--- src/rtl/spi_pkg.sv ---
// Shared SPI definitions for the slave port and the master-side sequencer.
package spi_pkg;

   localparam int                   SPI_WIDTH   = 8;
   localparam logic [SPI_WIDTH-1:0] SPI_IDLE_TX = 8'hFF;

   typedef enum logic {
      IDLE   = 1'b0,
      ACTIVE = 1'b1
   } spi_state_e;

endpackage

--- src/rtl/spi_sync_edge.sv ---
// Multi-flop pin synchroniser with one extra registered copy for edge pulses.
module spi_sync_edge #(
   parameter int   SYNC_STAGES = 2,
   parameter logic RST_VAL     = 1'b0
) (
   input  logic clk,
   input  logic rst_n,
   input  logic din,
   output logic dout,
   output logic rise,
   output logic fall
);

   logic [SYNC_STAGES-1:0] sync_p0;
   logic                   dly_p1;

   always_ff @(posedge clk or negedge rst_n) begin
      if (!rst_n) begin
         sync_p0 <= {SYNC_STAGES{RST_VAL}};
         dly_p1  <= RST_VAL;
      end else begin
         sync_p0 <= {sync_p0[SYNC_STAGES-2:0], din};
         dly_p1  <= sync_p0[SYNC_STAGES-1];
      end
   end

   // edge pulses are combinational so the consumer acts one clk after the sync output moves
   assign dout = sync_p0[SYNC_STAGES-1];
   assign rise = dout & ~dly_p1;
   assign fall = ~dout & dly_p1;

endmodule

--- src/rtl/spi_slave_port.sv ---
// SPI mode-0 responder: oversampled pins, MSB-first rx deserialiser and
// tx serialiser fed from a one-word holding buffer.
module spi_slave_port
   import spi_pkg::*;
#(
   parameter int               WIDTH       = SPI_WIDTH,
   parameter int               SYNC_STAGES = 2,
   parameter logic [WIDTH-1:0] IDLE_TX     = SPI_IDLE_TX
) (
   input  logic             clk,
   input  logic             rst_n,
   input  logic             sclk,
   input  logic             cs_n,
   input  logic             mosi,
   output logic             miso,
   output logic             miso_oe,
   output logic [WIDTH-1:0] rx_data,
   output logic             rx_valid,
   input  logic [WIDTH-1:0] tx_data,
   input  logic             tx_valid,
   output logic             tx_ready,
   output logic             tx_underrun,
   output logic             busy
);

   localparam int CNT_W = $clog2(WIDTH) + 1;

   logic sclk_s, sclk_rise, sclk_fall;
   logic cs_s, cs_rise, cs_fall;
   logic mosi_s, mosi_rise, mosi_fall;
   logic unused_sigs;

   spi_sync_edge #(.SYNC_STAGES(SYNC_STAGES), .RST_VAL(1'b0)) u_sclk (
      .clk(clk), .rst_n(rst_n), .din(sclk),
      .dout(sclk_s), .rise(sclk_rise), .fall(sclk_fall)
   );

   spi_sync_edge #(.SYNC_STAGES(SYNC_STAGES), .RST_VAL(1'b1)) u_cs (
      .clk(clk), .rst_n(rst_n), .din(cs_n),
      .dout(cs_s), .rise(cs_rise), .fall(cs_fall)
   );

   spi_sync_edge #(.SYNC_STAGES(SYNC_STAGES), .RST_VAL(1'b0)) u_mosi (
      .clk(clk), .rst_n(rst_n), .din(mosi),
      .dout(mosi_s), .rise(mosi_rise), .fall(mosi_fall)
   );

   assign unused_sigs = ^{sclk_s, mosi_rise, mosi_fall};

   spi_state_e       state_q, state_d;
   logic             start, stop, bit_rise, bit_fall, load, word_done, accept;
   logic [CNT_W-1:0] cnt;
   logic [WIDTH-1:0] rx_shift, tx_shift, buf_data;
   logic             buf_full, reload_pending;

   always_ff @(posedge clk or negedge rst_n) begin
      if (!rst_n) state_q <= IDLE;
      else        state_q <= state_d;
   end

   // cs_n edges take priority: sclk edges are only honoured inside a stable frame
   always_comb begin
      state_d  = state_q;
      start    = 1'b0;
      stop     = 1'b0;
      bit_rise = 1'b0;
      bit_fall = 1'b0;
      case (state_q)
         IDLE: begin
            if (cs_fall) begin
               state_d = ACTIVE;
               start   = 1'b1;
            end
         end
         ACTIVE: begin
            if (cs_rise) begin
               state_d = IDLE;
               stop    = 1'b1;
            end else begin
               bit_rise = sclk_rise;
               bit_fall = sclk_fall;
            end
         end
         default: state_d = IDLE;
      endcase
   end

   assign load      = start | (bit_fall & reload_pending);
   assign word_done = bit_rise && (cnt == CNT_W'(WIDTH - 1));
   assign accept    = tx_valid & ~buf_full;
   assign tx_ready  = ~buf_full;
   assign miso      = miso_oe & tx_shift[WIDTH-1];
   assign busy      = ~cs_s;

   always_ff @(posedge clk or negedge rst_n) begin
      if (!rst_n) begin
         cnt            <= '0;
         rx_shift       <= '0;
         tx_shift       <= '0;
         buf_data       <= '0;
         buf_full       <= 1'b0;
         reload_pending <= 1'b0;
         rx_data        <= '0;
         rx_valid       <= 1'b0;
         tx_underrun    <= 1'b0;
         miso_oe        <= 1'b0;
      end else begin
         rx_valid    <= 1'b0;
         tx_underrun <= 1'b0;

         // a load sees the buffer as it was; a same-cycle write refills it afterwards
         if (accept) begin
            buf_data <= tx_data;
            buf_full <= 1'b1;
         end else if (load && buf_full) begin
            buf_full <= 1'b0;
         end

         if (load) begin
            tx_shift       <= buf_full ? buf_data : IDLE_TX;
            tx_underrun    <= ~buf_full;
            reload_pending <= 1'b0;
         end else if (bit_fall) begin
            tx_shift <= {tx_shift[WIDTH-2:0], 1'b0};
         end

         if (start) begin
            cnt     <= '0;
            miso_oe <= 1'b1;
         end

         if (stop) begin
            cnt            <= '0;
            reload_pending <= 1'b0;
            miso_oe        <= 1'b0;
            rx_shift       <= '0;
            tx_shift       <= '0;
         end

         if (bit_rise) begin
            rx_shift <= {rx_shift[WIDTH-2:0], mosi_s};
            if (word_done) begin
               rx_data        <= {rx_shift[WIDTH-2:0], mosi_s};
               rx_valid       <= 1'b1;
               cnt            <= '0;
               reload_pending <= 1'b1;
            end else begin
               cnt <= cnt + CNT_W'(1);
            end
         end
      end
   end

endmodule
--- config.mk ---
export PLATFORM = sky130hd
export DESIGN_NAME = spi_slave_port
export DESIGN_NICKNAME = d
export VERILOG_FILES = /design/src/rtl/spi_pkg.sv /design/src/rtl/spi_sync_edge.sv /design/src/rtl/spi_slave_port.sv
export SDC_FILE = /design/constraint.sdc
export NUM_CORES = 1
export LEC_CHECK = 0
export ABC_CLOCK_PERIOD_IN_PS = 2100
export CORE_MARGIN = 2
export CORE_UTILIZATION = 53
export DETAILED_ROUTE_END_ITERATION = 6
export GPL_TIMING_DRIVEN = 1
export PLACE_DENSITY = 0.78
export SYNTH_ARGS = -nofsm -noshare
export SYNTH_HDL_FRONTEND = slang
export SYNTH_SLANG_ARGS = --single-unit
--- constraint.sdc ---
create_clock -name clk -period 2.1 [get_ports clk]
set_input_delay 0.42 -clock clk [delete_from_list [all_inputs] [get_ports clk]]
set_output_delay 0.42 -clock clk [all_outputs]
set_load 0.005 [all_outputs]
==> results.toml <==
[detailed_routing]
drt_iter0_drc = 82
routed_via_density = 5.45
drc = 0
drtPass1Iterations = 4
vias = 1248
wl_per_cell_um = 14.8
ant_nets = 0
wl_um = 3390

[critical_path]
crit_type = "register to output pin"
crit_fanout = 11
r2r_slack_ns = 0.44
max_stage_delay_ns = 0.51
end_kind = "output pin"
crit_required_ns = 1.68
start_kind = "register"
worstReg2RegEnd = "rx_data[2]"
reg2reg_depth = 4
reg2reg_from = "u_cs.dly_p1"
critPathArrivalTime_ns = 1.44
critPathSlowestCell = "dfrtp_1"
cp_cell_sequence = "inv_1 > clkdlybuf4s50_1"

[timing]
tightest_slew_ns = 0.586
drv_slew = 0
min_period_ns = 1.86
fmax_mhz = 537
holdWs_ns = 0.200
setup_violations = 0
slew_headroom_pct = 60.9
finalCritPeriodShare_pct = 88.8
rsz0062_at_grt = "no"
setup_tns_ns = 0
hold_viol = 0
skew_ns = 0.00340

[synthesis]
yosysSeqAreaShare_pct = 62.3
synth_area_leaders = "dfrtp_1 (58%), mux2_4 (6.1%), a221o_1 (4.1%), dfstp_2 (4.0%), a22o_1 (4.0%)"
synth_ff_type = "dfrtp_1"
synth_top_family_by_area = "compound AO/OA/AOI/OAI gates"
synth_xor_area_share_pct = 0
synthAdderAreaFrac_pct = 0.634
synth-simple-area-share_pct = 10.6
yosys.area.top_type = "dfrtp_1"
syn_inst = 149
yosys_warnings = 0
ys_ff_latch = 49
synth_nets = 164
synth_area_per_cell_um2 = 13.2
synth_top_area_share_pct = 58.3
ys_async_sr_fraction_pct = 100
synth_area_mm2 = 0.00197
synthMuxAreaShare_pct = 6.66
synth_compound_area_share_pct = 16.0
synthDistinctLibCells = 36
synth.most_common_cell = "dfrtp_1"
synth_edf_count = 0
synth_common_cells = "dfrtp_1 (46), inv_1 (11), nand2_1 (11)"

[floorplan]
row_count = 22
chipWidth_um = 65.0
start_util_pct = 54.7
die_area_mm2 = 0.00423
die_h_um = 65.0
coreArea_mm2 = 0.00361
io_pins = 28

[grt]
grt_pass1_vias = 1241
grt_max_degree = 50
grtUsageTotal_pct = 18.7
gr-total-overflow = 0
grt_antenna_before_repair = 0
grt_pass1_wl_um = 5890

[place]
placedInstanceArea_mm2 = 0.00228
port_buffers = 27
place_hpwl_um = 2370
place_congestion = 0.823
dp_cells = 221

[final_layout]
fin_area_mm2 = 0.00238
post-route-util_pct = 66.0
drive_gt1_share_pct = 17.7
n_antenna_cell = 0
instances_no_fill = 229
nFillCells = 284
area_growth_pct = 20.7
nNetsFinal = 195

[cts]
cts_sinks = 49
cts_resized = 0
cts_buffers = 5
cts_tree = "built"
clk_latency_ns = 0.30
ctsHoldBuffers = 0
root_buffer = "clkbuf_8"
clk_pin_slew_ns = 0.08
cts_buffer_depth = 2
htree_levels = 2
postCtsSetupBuffers = 0

[power_and_ir_drop]
p_leak_uw = 0.00116
power_density_mw_per_mm2 = 923
ir_drop_uv = 643

[run_status]
outcome = "finished clean"

[min_path]
worstHoldPathType = "input pin to asynchronous set/reset pin"

[flow_run]
max_cap_viol_count = 0
-- through the flow --
| stage | setup slack [ns] | power, uW |
|---|---|---|
| floorplan | 0.640 | 1460 |
| detailed placement | 0.452 | 1620 |
| global placement | 0.528 | 1590 |
| CTS | 0.232 | 2220 |
| global route | 0.165 | 2340 |
| finish | 0.236 | 2200 |
-- sequential cells by signal (all words and copies together) (netlist names), 2 cells and up --
name,count
buf_data,8
rx_data,8
tx_shift,8
rx_shift,7
cnt,4
u_cs.sync_p0,2
u_mosi.sync_p0,2
u_sclk.sync_p0,2
-- cells in the final DEF, fill, tap and decap left out, types with 2 or more instances in the layout --
cell type         n
dfrtp_1          46
clkdlybuf4s50_1  26
nand2_1          11
inv_1            11
o21ai_0           9
a22o_1            9
mux2_4            8
a21oi_1           8
a221o_1           8
clkbuf_8          7
nor2b_1           3
nor2_1            3
dfstp_2           3
nand3_1           2
a21o_1            2
buf_4             2
-- kinds of logic after synthesis --
logic type,Yosys count
flops,49
compound gates,41
simple gates,33
buf+inv,16
mux,9
fa+ha+maj,1
-- critical path: cells and delay by family, from the launching register on --
| family | cells | cell delay [ns] |
|---|---|---|
| flip-flops | 1 | 0.51 |
| buffers and inverters | 2 | 0.64 |
-- power by group --
part           internal [uW]  switching, uW
combinational            195            182
sequential              1110            119
clock                    298            293
total                   1600            594
-- metal layers --
layer  share of wire (%)  up-vias  GRT usage (%)  routed length [um]
met5                   0        -              0                   0
met4                 2.5        0           9.90                  85
met2                  50       44           29.3                1680
li1                    -      591              -                   -
met1                  43      603           24.4                1470
met3                 4.4       10           4.17                 150
-- worst max-delay path by stage --
stage,start,end
after CTS,buf_full,tx_ready
after floorplan,u_cs.dly_p1,rx_data[0]
after global placement,u_cs.dly_p1,rx_data[0]
after global routing,buf_full,tx_ready
after detailed placement,u_cs.dly_p1,rx_data[2]
final,buf_full,tx_ready
-- final cells by class --
class	count	area, um2	area share (%)
multi-input cells	84	668	28.1
well taps	48	60.1	2.52
clock inverters	1	5.00	0.210
inverters	11	41.3	1.73
flip-flops and latches	49	1230	51.7
repair buffers	29	280	11.8
clock buffers	7	96.3	4.05
(Power assumes the default switching activity.)
